File: config.mk
export PLATFORM = sky130hd
export DESIGN_NAME = int_divider_seq
export DESIGN_NICKNAME = d
export VERILOG_FILES = /design/src/rtl/int_divider_seq.sv
export SDC_FILE = /design/constraint.sdc
export NUM_CORES = 1
export LEC_CHECK = 0
export CORE_UTILIZATION = 40
export DETAILED_ROUTE_END_ITERATION = 8
export GPL_TIMING_DRIVEN = 0
export SLEW_MARGIN = 20
export SYNTH_ARGS = -nofsm -noshare
export SYNTH_HDL_FRONTEND = slang
export SYNTH_SLANG_ARGS = --single-unit
File: constraint.sdc
create_clock -name clk -period 4.86 [get_ports clk]
set_input_delay 0.972 -clock clk [delete_from_list [all_inputs] [get_ports clk]]
set_output_delay 0.972 -clock clk [all_outputs]
set_load 0.03 [all_outputs]
File: src/rtl/int_divider_seq.sv
// Sequential restoring integer divider: one quotient bit per clock, go/done handshake.
// Latency: WIDTH+1 cycles from accepted go to done (WIDTH+2 with SIGNED_DIV_EN); divide-by-zero finishes in 1 cycle.
// Backpressure: none; go is only sampled in IDLE and ignored while busy or done. Optional macro: SIGNED_DIV_EN.
module int_divider_seq #(
  parameter int WIDTH = 8,
  parameter int CNT_W = $clog2(WIDTH + 1)
) (
  input  logic             clk,
  input  logic             rst,
  input  logic             go,
  input  logic [WIDTH-1:0] dividend,
  input  logic [WIDTH-1:0] divisor,
  output logic [WIDTH-1:0] quotient,
  output logic [WIDTH-1:0] remainder,
  output logic             busy,
  output logic             done,
  output logic             err_div0
);

`ifdef SIGNED_DIV_EN
  typedef enum logic [1:0] {
    S_IDLE = 2'd0,
    S_ITER = 2'd1,
    S_DONE = 2'd2,
    S_FIX  = 2'd3
  } state_t;
`else
  typedef enum logic [1:0] {
    S_IDLE = 2'd0,
    S_ITER = 2'd1,
    S_DONE = 2'd2
  } state_t;
`endif

  state_t             state_q, state_d;
  logic [WIDTH-1:0]   r_q, r_d;        // partial remainder
  logic [WIDTH-1:0]   q_q, q_d;        // dividend bits shifting out, quotient bits shifting in
  logic [WIDTH-1:0]   y_q, y_d;        // captured divisor (magnitude in signed mode)
  logic [CNT_W-1:0]   cnt_q, cnt_d;    // remaining iterations
  logic [WIDTH-1:0]   quo_q, quo_d;
  logic [WIDTH-1:0]   rem_q, rem_d;
  logic               err_q, err_d;
`ifdef SIGNED_DIV_EN
  logic               negq_q, negq_d;  // operand signs differ: negate quotient
  logic               negr_q, negr_d;  // dividend negative: negate remainder
`endif

  // One restoring step. The shifted remainder needs WIDTH+1 bits; when it is
  // at least the divisor the true difference is below the divisor, so the low
  // WIDTH bits of the subtraction are exact.
  logic [WIDTH:0]     r_sh;
  logic               fits;
  logic [WIDTH-1:0]   r_sub;
  logic [WIDTH-1:0]   r_next;
  logic [WIDTH-1:0]   q_next;

  // Single datapath step: shift, trial subtract, restore or keep.
  always_comb begin
    r_sh   = {r_q, q_q[WIDTH-1]};
    fits   = (r_sh >= {1'b0, y_q});
    r_sub  = r_sh[WIDTH-1:0] - y_q;
    r_next = fits ? r_sub : r_sh[WIDTH-1:0];
    q_next = {q_q[WIDTH-2:0], fits};
  end

  // Next-state and register-update logic for the whole divider.
  always_comb begin
    state_d = state_q;
    r_d     = r_q;
    q_d     = q_q;
    y_d     = y_q;
    cnt_d   = cnt_q;
    quo_d   = quo_q;
    rem_d   = rem_q;
    err_d   = err_q;
`ifdef SIGNED_DIV_EN
    negq_d  = negq_q;
    negr_d  = negr_q;
`endif
    case (state_q)
      S_IDLE: begin
        if (go) begin
          if (divisor == '0) begin
            // Divide-by-zero: report immediately, no iterations.
            quo_d   = '1;
            rem_d   = dividend;
            err_d   = 1'b1;
            state_d = S_DONE;
          end else begin
            r_d     = '0;
`ifdef SIGNED_DIV_EN
            q_d     = dividend[WIDTH-1] ? -dividend : dividend;
            y_d     = divisor[WIDTH-1]  ? -divisor  : divisor;
            negq_d  = dividend[WIDTH-1] ^ divisor[WIDTH-1];
            negr_d  = dividend[WIDTH-1];
`else
            q_d     = dividend;
            y_d     = divisor;
`endif
            cnt_d   = CNT_W'(WIDTH);
            err_d   = 1'b0;
            state_d = S_ITER;
          end
        end
      end
      S_ITER: begin
        r_d   = r_next;
        q_d   = q_next;
        cnt_d = cnt_q - 1'b1;
        if (cnt_q == CNT_W'(1)) begin
`ifdef SIGNED_DIV_EN
          state_d = S_FIX;
`else
          quo_d   = q_next;
          rem_d   = r_next;
          state_d = S_DONE;
`endif
        end
      end
`ifdef SIGNED_DIV_EN
      S_FIX: begin
        // Truncation toward zero; remainder takes the dividend's sign.
        quo_d   = negq_q ? -q_q : q_q;
        rem_d   = negr_q ? -r_q : r_q;
        state_d = S_DONE;
      end
`endif
      S_DONE: begin
        state_d = S_IDLE;
      end
      default: begin
        state_d = S_IDLE;
      end
    endcase
  end

  // State and datapath registers with synchronous reset.
  always_ff @(posedge clk) begin
    if (rst) begin
      state_q <= S_IDLE;
      r_q     <= '0;
      q_q     <= '0;
      y_q     <= '0;
      cnt_q   <= '0;
      quo_q   <= '0;
      rem_q   <= '0;
      err_q   <= 1'b0;
`ifdef SIGNED_DIV_EN
      negq_q  <= 1'b0;
      negr_q  <= 1'b0;
`endif
    end else begin
      state_q <= state_d;
      r_q     <= r_d;
      q_q     <= q_d;
      y_q     <= y_d;
      cnt_q   <= cnt_d;
      quo_q   <= quo_d;
      rem_q   <= rem_d;
      err_q   <= err_d;
`ifdef SIGNED_DIV_EN
      negq_q  <= negq_d;
      negr_q  <= negr_d;
`endif
    end
  end

  assign quotient  = quo_q;
  assign remainder = rem_q;
  assign err_div0  = err_q;
  assign done      = (state_q == S_DONE);
`ifdef SIGNED_DIV_EN
  assign busy      = (state_q == S_ITER) || (state_q == S_FIX);
`else
  assign busy      = (state_q == S_ITER);
`endif

endmodule
==> results of run 1 <==
==> worst min path at each step <==
stage / start / endpoint / cells past startpoint
finish: y_q[4]$_SDFFE_PP0P_ / y_q[4]$_SDFFE_PP0P_ / 2
global route: y_q[7]$_SDFFE_PP0P_ / y_q[7]$_SDFFE_PP0P_ / 2
CTS: y_q[6]$_SDFFE_PP0P_ / y_q[6]$_SDFFE_PP0P_ / 2
detailed placement: y_q[6]$_SDFFE_PP0P_ / y_q[6]$_SDFFE_PP0P_ / 2
global placement: y_q[6]$_SDFFE_PP0P_ / y_q[6]$_SDFFE_PP0P_ / 2
floorplan: y_q[3]$_SDFFE_PP0P_ / y_q[3]$_SDFFE_PP0P_ / 2
==> cell type report <==
type | count | share of cell area (%)
Tap cell | 72 | 3.084
Clock inverter | 1 | 0.2570
Inverter | 14 | 1.799
Buffer | 16 | 2.741
Sequential cell | 47 | 32.21
Multi-Input combinational cell | 209 | 44.28
Timing Repair Buffer | 36 | 12.33
Clock buffer | 7 | 3.298
==> routing by layer <==
metal,track usage (%),share of wire (%)
met2,33.04,45
met1,27.62,49
met3,3.103,5.7
met4,4.909,0.36
met5,0,0
==> logic make-up after synthesis <==
family          after synthesis  share of synthesized area [%]
compound gates               75                          23.63
xor+xnor                      5                          1.850
fa+ha+maj                    11                          6.131
buf+inv                      30                          5.602
flops                        47                          39.75
mux                           3                          1.374
simple gates                115                          21.67
==> tightest hold or removal path: cells and delay by family, from the launching register on <==
family	cells	cell delay [ps]
flops	1	320
simple gates	1	50
compound gates	1	50
==> power groups by stage <==
stage	sequential, uW	clock, uW	combinational, uW
2_1_floorplan	455	0	288
3_3_place_gp	451	0	386
3_5_place_dp	451	0	391
4_1_cts	443	269	393
5_1_grt	448	286	431
6_report	443	268	390
==> synthesized netlist by cell type (2+ instances only) <==
master	n
nand2_1	49
dfxtp_1	47
nor2_1	45
a21oi_1	25
inv_1	14
a311oi_1	12
a211oi_1	10
ha_1	10
buf_2	7
clkbuf_1	6
a311oi_2	4
nor2b_1	4
xnor2_1	4
o211ai_1	3
o21a_1	3
o21ai_0	3
a22oi_1	2
and3_2	2
mux2_1	2
nand3_1	2
nor4_2	2
or3_1	2
==> metrics by stage <==
stage | power, uW | instances | cell area (um^2) | hold WS, ps | utilization (%)
after floorplan | 743.2 | 286 | 2367 | 436.3 | -
after global placement | 837.0 | 394 | 2818 | 444.3 | 50.25
after detailed placement | 842.3 | 394 | 2818 | 450.3 | 50.25
after CTS | 1105 | 402 | 2922 | 462.9 | 52.10
after global routing | 1165 | 402 | 2922 | 477.8 | 52.10
final | 1100 | 402 | 2922 | 458.9 | 52.10
==> sequential cells by signal, indices dropped and copies added (netlist names) <==
signal / count
cnt_q: 4
err_div0: 1
q_q: 8
quotient: 8
r_q: 8
remainder: 8
state_q: 2
y_q: 8
==> summary.txt, run 1 <==
Outcome
  • Outcome: completed

Run
  • Max Cap Violations: 0

Worst setup path
  • Crit path cell chain: nand2b_1 > inv_1 > buf_2 > clkdlybuf4s50_1
  • FF-to-FF path depth: 7
  • Crit-path max FO: 10
  • Max incr delay on CP: 720 ps
  • CP Capture Type: output pin
  • Critical path buffers and inverters: 3
  • Critical path depth: 4
  • WP data arrival: 2010 ps
  • CP endpoint: busy
  • Worst Setup SP: state_q[0]$_SDFFE_PP0P_
  • Worst flop-to-flop path endpoint: remainder[6]$_SDFFE_PP0P_
  • FF-to-FF Start: r_q[3]$_SDFFE_PP0P_
  • CP required: 3890 ps
  • Kind of cell adding the most delay to the critical path: buffers and inverters
  • CP max stage cell: clkdlybuf4s50_1
  • WS Path Type: register to output pin
  • Reg-to-reg slack, setup: 2670 ps
  • Startpoint Class: register

Synth
  • Synthesized area per cell: 8.277 um^2
  • Yosys top cell area share: 39.75%
  • Synth area leader: dfxtp_1
  • Unique masters post-synth: 50
  • Mapped Nets: 316
  • Register area share after synthesis: 39.75%
  • Synthesis Warnings: 0
  • Synthesized instance count: 286
  • Most used DFF post-synth: dfxtp_1
  • Ranking of synthesized cells by area: dfxtp_1 40%, nand2_1 7.8%, nor2_1 7.1%
  • Post-synth EDFFs: 0
  • FFs w/ async S/R, synth: 0%
  • Post-synthesis register bit count: 47
  • Mapped Area: 2367 um^2

Timing
  • Clock Skews: 2.818 ps
  • Setup_tns: 0 ps
  • Post-route minimum period: 2978 ps
  • Final WS setup: 1882 ps
  • Fmax: 0.3358 GHz
  • Final setup fails: 0
  • Worst slew pin tran: 603.8 ps
  • Period utilisation layout: 61.28%
  • Slew Limit Fails: 0
  • Hold Vio Cnt, Final: 0
  • RSZ-0062 raised after global routing: no
  • Relative slew slack: 59.75%

Clock network
  • Root Driver: clkbuf_8
  • Resize count post-CTS: 0
  • Setup bufs post-CTS: 0
  • Worst-skew pair later-pin latency: 300 ps
  • Maximum clock path buffer count: 2
  • Clock transition at path regs: 90 ps
  • Clock sink count: 47
  • Hold-fix buffers, CTS: 0
  • Level count of the clock H-tree: 2
  • CTS tree: done
  • Cts bufs inserted: 5

Pwr
  • Cell Int Power: 718.2 uW
  • Sw Ratio: 34.73%
  • Share of power burned in registers: 40.2%
  • P_leak: 0.001094 uW
  • Sw power: 382.2 uW
  • Pwr/cell area: 376.6 nW/um^2
  • Clock share of power: 24.3%
  • VDD IR-drop max: 157.2 uV
  • Combinational share of power: 35.4%

Floorplan
  • I/O pins: 38
  • Die height: 78.93 um
  • Die Wd: 78.93 um
  • Initial Util: 42.21%
  • Floorplan row count: 27
  • Die footprint: 6230 um^2
  • Core area: 5608 um^2

Cells and area
  • Area Overhead vs Synth: 23.41%
  • Share of layout cells above drive strength 1: 9.697%
  • Leading cell type in the layout, fill and taps excluded: nand2_1
  • Most frequent cells in the layout: 49 x nand2_1, 47 x dfxtp_1, 45 x nor2_1
  • Final #Nets: 359
  • Filler Cell Count: 576
  • Area occupied by multi-input gates: 1294 um^2
  • Diodes inserted: 0
  • Seq. cell area: 940.9 um^2

Hold path
  • Hold Path Class: register to register

Route
  • Final wirelength: 5.873 mm
  • 1st-pass router iterations: 4
  • Antenna viol nets, final: 0
  • DR vias: 2092
  • Drt drc: 0
  • 1st-iter DRT viols: 134
  • Routed vias/inst: 5.204
  • Avg WL per Cell: 14.61 um

GRT
  • First-pass GRT wire length: 9.722 mm
  • Initial antenna violation count: 0
  • Number of global-route vias before repair: 1941
  • Largest net degree at the start of global routing: 15
  • Remaining Overflow, GRT: 0
  • Total GRT Usage: 20.12%

Place
  • Post-place setup slack: 1882 ps
  • Port-buffer cells: 36
  • Dpl hpwl: 4.421 mm
  • Placer congestion estimate: 0.8681
Power figures use the tool's default switching activity.
==> run 2: changes to the inputs <==
==> constraint.sdc (replaced) <==
create_clock -name clk -period 2.8 [get_ports clk]
set_input_delay 0.56 -clock clk [delete_from_list [all_inputs] [get_ports clk]]
set_output_delay 0.56 -clock clk [all_outputs]
set_load 0.03 [all_outputs]
==> results of run 2 <==
The final DEF is identical to that of run 1. Status: completed.
Among the figures that moved: setup slack after placement 1882 ps -> 234.3 ps; setup slack after layout 1882 ps -> 234.0 ps; register-to-register setup slack 2670 ps -> 610 ps; total power 1100 uW -> 1910 uW; worst IR drop on VDD 157.2 uV -> 272.9 uV
